`src/rtl/im_program_loader_pkg.sv`:
```
// Shared definitions for the instruction-memory program loader.
package im_program_loader_pkg;

    typedef enum logic [1:0] {
        IDLE   = 2'd0,
        HEADER = 2'd1,
        LOAD   = 2'd2
    } state_e;

    localparam int unsigned BYTES_PER_WORD = 4;
    localparam int unsigned BYTE_IDX_W     = 2;

endpackage

```
`src/rtl/im_program_loader_byte_word_assembler.sv`:
```
// Collects little-endian bytes into a word; shared by the header and payload phases.
module im_program_loader_byte_word_assembler
    import im_program_loader_pkg::*;
#(
    parameter int unsigned DATA_WIDTH = 32
) (
    input  logic                  clock,
    input  logic                  reset,
    input  logic [7:0]            rx_byte,
    input  logic                  strobe,
    input  logic                  clear,
    output logic [DATA_WIDTH-1:0] word_c,
    output logic                  word_complete_c
);

    localparam int unsigned SHIFT_W = DATA_WIDTH - 8;

    logic [BYTE_IDX_W-1:0] byte_idx;
    logic [SHIFT_W-1:0]    shift_q;

    // Earlier bytes shift down so the newest byte always lands in the top lane.
    always_ff @(posedge clock or posedge reset) begin
        if (reset) begin
            byte_idx <= '0;
            shift_q  <= '0;
        end else if (clear) begin
            byte_idx <= '0;
            shift_q  <= '0;
        end else if (strobe) begin
            byte_idx <= byte_idx + BYTE_IDX_W'(1);
            shift_q  <= {rx_byte, shift_q[SHIFT_W-1:8]};
        end
    end

    // The completed word is presented in the same cycle as its final byte.
    assign word_c          = {rx_byte, shift_q};
    assign word_complete_c = strobe && (byte_idx == BYTE_IDX_W'(BYTES_PER_WORD - 1));

endmodule

```
`src/rtl/im_program_loader.sv`:
```
// Loads a length-prefixed little-endian word stream into instruction memory.
module im_program_loader
    import im_program_loader_pkg::*;
#(
    parameter int unsigned DATA_WIDTH     = 32,
    parameter int unsigned ADDR_WIDTH     = 14,
    parameter int unsigned TIMEOUT_CYCLES = 1000000
) (
    input  logic                  clock,
    input  logic                  reset,
    input  logic                  start,
    input  logic [DATA_WIDTH-1:0] base_addr,
    input  logic [7:0]            rx_data,
    input  logic                  rx_valid,
    output logic                  rx_ready,
    output logic                  write,
    output logic [DATA_WIDTH-1:0] write_addr,
    output logic [DATA_WIDTH-1:0] write_data,
    output logic                  busy,
    output logic                  done,
    output logic                  error,
    output logic [DATA_WIDTH-1:0] word_count
);

    localparam int unsigned TMO_W = $clog2(TIMEOUT_CYCLES + 1);
    localparam logic [DATA_WIDTH:0] MEM_WORDS = (DATA_WIDTH + 1)'(1) << ADDR_WIDTH;

    state_e                state;
    logic [DATA_WIDTH-1:0] base_q;
    logic [DATA_WIDTH-1:0] total_q;
    logic [TMO_W-1:0]      tmo_q;

    logic                  xfer_c;
    logic                  start_c;
    logic                  word_done_c;
    logic [DATA_WIDTH-1:0] word_c;
    logic [DATA_WIDTH:0]   end_addr_c;

    assign xfer_c     = rx_valid && rx_ready;
    assign start_c    = start && !busy && (state == IDLE);
    assign end_addr_c = {1'b0, base_q} + {1'b0, word_c};

    im_program_loader_byte_word_assembler #(
        .DATA_WIDTH (DATA_WIDTH)
    ) u_assembler (
        .clock           (clock),
        .reset           (reset),
        .rx_byte         (rx_data),
        .strobe          (xfer_c),
        .clear           (start_c),
        .word_c          (word_c),
        .word_complete_c (word_done_c)
    );

    always_ff @(posedge clock or posedge reset) begin
        if (reset) begin
            state      <= IDLE;
            base_q     <= '0;
            total_q    <= '0;
            tmo_q      <= '0;
            rx_ready   <= 1'b0;
            write      <= 1'b0;
            write_addr <= '0;
            write_data <= '0;
            busy       <= 1'b0;
            done       <= 1'b0;
            error      <= 1'b0;
            word_count <= '0;
        end else begin
            write <= 1'b0;
            done  <= 1'b0;

            // Idle watchdog while a stream is expected; a completing byte below overrides it.
            if (state != IDLE) begin
                if (xfer_c) begin
                    tmo_q <= '0;
                end else if (tmo_q == TMO_W'(TIMEOUT_CYCLES - 1)) begin
                    error    <= 1'b1;
                    busy     <= 1'b0;
                    rx_ready <= 1'b0;
                    state    <= IDLE;
                end else begin
                    tmo_q <= tmo_q + TMO_W'(1);
                end
            end

            case (state)
                IDLE: begin
                    // busy lingers for the done cycle, so a start there is ignored
                    busy <= 1'b0;
                    if (start_c) begin
                        base_q     <= base_addr;
                        word_count <= '0;
                        error      <= 1'b0;
                        busy       <= 1'b1;
                        rx_ready   <= 1'b1;
                        tmo_q      <= '0;
                        state      <= HEADER;
                    end
                end
                HEADER: begin
                    if (word_done_c) begin
                        if (word_c == '0) begin
                            done     <= 1'b1;
                            rx_ready <= 1'b0;
                            state    <= IDLE;
                        end else if (end_addr_c > MEM_WORDS) begin
                            error    <= 1'b1;
                            busy     <= 1'b0;
                            rx_ready <= 1'b0;
                            state    <= IDLE;
                        end else begin
                            total_q <= word_c;
                            state   <= LOAD;
                        end
                    end
                end
                LOAD: begin
                    if (word_done_c) begin
                        write      <= 1'b1;
                        write_addr <= base_q + word_count;
                        write_data <= word_c;
                        word_count <= word_count + DATA_WIDTH'(1);
                        if (word_count + DATA_WIDTH'(1) == total_q) begin
                            done     <= 1'b1;
                            rx_ready <= 1'b0;
                            state    <= IDLE;
                        end
                    end
                end
                default: state <= IDLE;
            endcase
        end
    end

endmodule
```
`config.mk`:
```
export PLATFORM = sky130hd
export DESIGN_NAME = im_program_loader
export DESIGN_NICKNAME = d
export VERILOG_FILES = /design/src/rtl/im_program_loader_pkg.sv /design/src/rtl/im_program_loader_byte_word_assembler.sv /design/src/rtl/im_program_loader.sv
export SDC_FILE = /design/constraint.sdc
export NUM_CORES = 1
export LEC_CHECK = 0
export BUFFER_PORTS_ARGS = -buffer_cell sky130_fd_sc_hd__buf_4
export CAP_MARGIN = 20
export CORE_UTILIZATION = 54
export CTS_CLUSTER_DIAMETER = 50
export DETAILED_ROUTE_END_ITERATION = 6
export HOLD_SLACK_MARGIN = 0.08
export PLACE_DENSITY = 0.77
export REMOVE_ABC_BUFFERS = 1
export SLEW_MARGIN = 20
export SYNTH_ARGS = -nofsm -noshare
export SYNTH_HDL_FRONTEND = slang
export SYNTH_SLANG_ARGS = --single-unit
```
`constraint.sdc`:
```
create_clock -name clock -period 7.87 [get_ports clock]
set_input_delay 1.9675 -clock clock [delete_from_list [all_inputs] [get_ports clock]]
set_output_delay 1.9675 -clock clock [all_outputs]
set_load 0.1 [all_outputs]
```
== Word-level counts from Yosys, hierarchy flattened ==
Index checks and enable logic that the tools add are counted.

* Flip-flop bits (word level): 213
* Output and inout bits: 101
* Logic and storage cells: 98

* Add/sub/neg operators: 5
* Magnitude comparators: 1
* Eq/ne operators: 7
* Mux-type cells: 55
* Bitwise operators: 2
* Reductions and logical operators: 14

{| class="wikitable"
|+ Operator list
! cell !! count
|-
| two-way mux 20 bit || 5
|-
| two-way mux 32 bit || 2
|-
| one-hot mux 32 bit (2 select lines) || 1
|-
| two-way mux 24 bit || 2
|-
| adder 32 x 32 -> 33 bit || 1
|-
| greater-than comparator 33 x 15 -> 1 bit (second input constant) || 1
|-
| adder 32 x 1 -> 32 bit (second input constant) || 1
|-
| adder 32 bit || 1
|-
| equality test 32 bit || 1
|-
| zero test 32 bit || 1
|-
| two-way mux 1 bit || 29
|-
| two-way mux 2 bit || 11
|-
| adder 20 x 1 -> 20 bit (second input constant) || 1
|-
| equality test 20 bit (second input constant) || 1
|-
| one-hot mux 1 bit (2 select lines) || 3
|-
| one-hot mux 2 bit (3 select lines) || 1
|-
| nonzero test 2 bit || 3
|-
| equality test 2 bit (second input constant) || 2
|-
| logical AND 1 bit || 4
|-
| AND reduction 2 bit || 2
|-
| AND reduction 4 bit || 1
|-
| one-hot mux 1 bit (3 select lines) || 1
|-
| AND reduction 3 bit || 1
|-
| adder 2 x 1 -> 2 bit (second input constant) || 1
|-
| 6 further kinds || 7
|}

== Logic depth before layout (Yosys ltp) ==
* Depth in word-level cells: 8
* Mapped depth: 14

== Cells and area by module ==
A second synthesis with hierarchy kept.

* Cell total of the unflattened synthesis: 1478
* Area total of the unflattened synthesis: 13555.5 um^2

{| class="wikitable"
|+ By module, submodules not included
! module !! instances !! cells an instance !! area an instance (um^2) !! sequential area each (um^2)
|-
| im_program_loader || 1 || 1383 || 12396.9 || 4679.5
|-
| im_program_loader_byte_word_assembler || 1 || 95 || 1158.6 || 650.6
|}

== Worst setup path before layout ==
No wires, ideal clock.

* Path type: input-to-reg
* From: input port rx_data[1]
* To: register total_q[0]
* Arrival: 5.211 ns
* Required time: 7.745 ns
* Path slack: 2.534 ns
* Stages: 14
* Cells stage by stage: ha_1 > clkbuf_1 > a21oi_1 > o21bai_1 > a221oi_1 > nand2_1 > nor4_1 > nand4_1 > or4_1 > or4_1 > or3_1 > buf_6 > buf_8 > mux2_4

* Longest elaborated chain between the ends: 4
* Elaborated cells on any way between the ends: 6

{| class="wikitable"
|+ RTL lines
! item !! RTL line !! RTL
|-
| from (decl) || im_program_loader.sv:13 || <nowiki>input logic [7:0] rx_data,</nowiki>
|-
| adder 32 x 32 -> 33 bit || im_program_loader.sv:41 || <nowiki>assign end_addr_c = {1'b0, base_q} + {1'b0, word_c};</nowiki>
|-
| greater-than comparator 33 x 15 -> 1 bit || im_program_loader.sv:107 || <nowiki>end else if (end_addr_c > MEM_WORDS) begin</nowiki>
|-
| inverter 1 bit (no line) || n/a ||
|-
| AND reduction 4 bit (no line) * || n/a ||
|-
| to (signal assigned) || im_program_loader.sv:113 || <nowiki>total_q <= word_c;</nowiki>
|-
| to (decl) || im_program_loader.sv:30 || <nowiki>logic [DATA_WIDTH-1:0] total_q;</nowiki>
|}

Every way passes the cells marked *; elsewhere a longest branch is shown, timed or not.
A chain may end at the register's enable or synchronous reset.

== Worst setup path after layout ==
* From: input port rx_data[1]
* To: register total_q[30]

The elaborated chain is that of the path after synthesis.

==> impl_metrics.toml <==
[status]
outcome = "complete, no violations"

[cells_and_area]
nFillCells = 2128
drive_above_1_share = 0.148
layout_common_cells = "nand2_1 (390), dfrtp_1 (213), buf_4 (152)"
final_util = 0.645
seq_area_um2 = 5330
final_common_cell = "nand2_1"
final_nets = 1826
multi_input_area_um2 = 7950
diodes = 0
syn_to_final_growth_pct = 15.7
instances_no_fill = 2054

[logic_synthesis]
ys.flop_type = "dfrtp_1"
synthAdderAreaFrac = 0.0668
synth_cells = 1609
syn_avg_cell_area_um2 = 8.52
yosysUniqueCellTypes = 77
async_flop_share = 1.00
ys_ff_latch = 213
synth_edf_count = 0
synthSimpleGateAreaFrac = 0.221
yosysSeqAreaShare = 0.389
synth_mux_area_frac = 0.0387
synth_xor_xnor_area_share = 0.0588
yosysWarnings = 0
synth_top_family_by_area = "simple AND/OR/NAND/NOR gates"
syn_area_um2 = 13700
synth-compound-area-share = 0.192

[critical_path]
ff2ff_path_depth = 11
cp-end-kind = "flip-flop"
critPathKind = "input pin to flip-flop"
critPathCapture = "total_q[30]"
regToRegSetupSlack_ns = 2.86
required_ns = 8.28
arrival_ns = 6.03
cp_max_fo = 33
crit_path_start = "rx_data[1]"
start_kind = "input pin"
critical_path.top_delay_family = "simple AND/OR/NAND/NOR gates"
worstPathCellList = "buf_4 > ha_1 > a21oi_1 > o21bai_1 > a221oi_1 > nand2_1 > nor4_1 > nand4_1 > or4_1 > or4_1 > or3_2 > mux2_1"
critical_path.most_common_cell = "or4_1"
cp_num_cells = 12
timing.rr.start = "base_q[2]"
r2r_end = "total_q[30]"
critical_path.slowest_cell = "or3_2"
cp_slowest_stage_delay_ns = 0.91
cp_num_buf_inv = 1

[power]
leakagePower_nw = 7.76
powerDensity_nw_per_um2 = 297
vdd_drop_max_uv = 207

[global_route]
grt_usage = 0.311
grt_antenna_before_repair = 0
overflow = 0
grt_pass1_wl_mm = 64.4
grt_max_degree = 135
grt_pass1_vias = 12003

[timing]
slew_headroom = 0.309
setup_violations = 0
rsz0062_at_grt = "no"
fin_ws_ns = 2.25
holdWs_ns = 0.475
drv_slew = 0
fin_skew_ns = 0.0214
tightestPinTransition_ns = 1.04
fmax_ghz = 0.178
hold_viol = 0
timing.final.crit_share = 0.715
fin_tns_setup_ns = 0
finalCriticalPeriod_ns = 5.62

[clocking]
post-cts-setup-buffers = 0
clkTransAtPathRegs_ns = 0.06
hold_buffers = 0
clock_sinks = 213
clock_path_buffers = 3
clock-root-buffer = "clkbuf_16"
cts_tree = "done"
htree_levels = 1
insertion_delay_ns = 0.55
cts_buffers = 26
cts.repair.resized = 0

[die]
core_um2 = 24600
die_area_um2 = 26000
die_x_um = 161
rows = 57
fp.dieH_um = 161
io_pins = 145
initial_core_util = 0.557

[route]
wl_mm = 40.5
wl_per_cell_um = 19.7
drt_iter0_drc = 1071
ant_nets = 0
viasPerCell = 6.15
drc = 0
vias = 12624
dr.pass1.iters = 6

[placed_design]
dp_hpwl_mm = 29.3
post-place-cells = 2005
io_buffers = 144
dp_slack_ns = 1.73
place_congestion = 0.922

[job]
drv_cap = 0

[hold_path]
hold_path.class = "flip-flop to flip-flop"
[through the flow]
step	total power [W]	cell area (um2)
floorplan	0.00279	13300
global placement	0.00341	14900
detailed placement	0.00341	14900
CTS	0.00468	15800
global route	0.00498	15900
finish	0.00471	15900
[Yosys cell counts, types with 9 or more instances]
library cell / n / area (um2)
a21o_1: 28 / 210
mux2_4: 29 / 435
nand2_1: 390 / 1460
inv_1: 27 / 101
and3_1: 18 / 113
xnor2_1: 52 / 455
and2_1: 11 / 68.8
nand3_1: 41 / 205
a31oi_1: 14 / 87.6
nor3_1: 24 / 120
o31ai_1: 17 / 128
o21ai_0: 136 / 681
clkbuf_1: 69 / 259
nand4_1: 34 / 213
dfrtp_1: 213 / 5330
o21a_1: 11 / 82.6
nor4_1: 20 / 125
ha_1: 70 / 876
or2_2: 11 / 68.8
nor2_1: 68 / 255
o21bai_1: 9 / 67.6
a211oi_1: 18 / 135
xor2_1: 40 / 350
a21oi_1: 101 / 505
[sequential cells by signal, indices dropped and copies added (netlist names)]
signal,flops
base_q,32
total_q,32
word_count,32
write_addr,32
write_data,32
u_assembler.shift_q,24
tmo_q,20
state,2
u_assembler.byte_idx,2
busy,1
done,1
error,1
rx_ready,1
write,1
[worst reg2reg max path, cell delays in order (launching register included)]
cell and delay, ns:
dfrtp_1 0.45, ha_1 0.39, or2_1 0.31, a31o_1 0.26, a2111o_1 0.44, a221oi_1 0.30
o211ai_1 0.13, o41ai_1 0.53, o2111ai_1 0.22, or4_1 0.46, or3_2 0.91, mux2_1 0.48
[per-layer routing]
metal  vias up  track usage  share of wire
li1       5966            -              -
met4         0       0.0883          0.025
met2       491        0.496           0.46
met5         -            0              0
met1      6091        0.442           0.45
met3        76       0.0416          0.070
[area by class of cell]
cell class              instances  share of cell area
repair buffers                153              0.0732
inverters                      27             0.00686
clock buffers                  32              0.0450
flip-flops and latches        213               0.336
clock inverters                16              0.0123
multi-input cells            1289               0.501
well taps                     324              0.0256
[where the power goes]
group          internal [W]  total (W)  switching, W
combinational      0.000680    0.00190       0.00122
clock              0.000752    0.00125      0.000499
sequential          0.00124    0.00156      0.000315
[logic make-up (layout without fill, tap and decap cells)]
| logic type | after synthesis | after routing |
|---|---|---|
| simple gates | 669 | 669 |
| compound gates | 418 | 418 |
| flops | 213 | 213 |
| buf+inv | 107 | 228 |
| xor+xnor | 92 | 92 |
| fa+ha+maj | 72 | 72 |
| mux | 38 | 38 |
[how the worst min path moves through the flow]
stage,slack [ns],cells past startpoint,endpoint,from
after global routing,0.50,2,write_data[28],write_data[28]
after detailed placement,0.46,2,write_addr[25],write_addr[25]
final,0.48,2,write_data[27],write_data[27]
after CTS,0.48,2,write_addr[25],write_addr[25]
after floorplan,0.45,1,tmo_q[5],tmo_q[5]
after global placement,0.46,2,write_addr[25],write_addr[25]
Power figures use the tool's default switching activity.
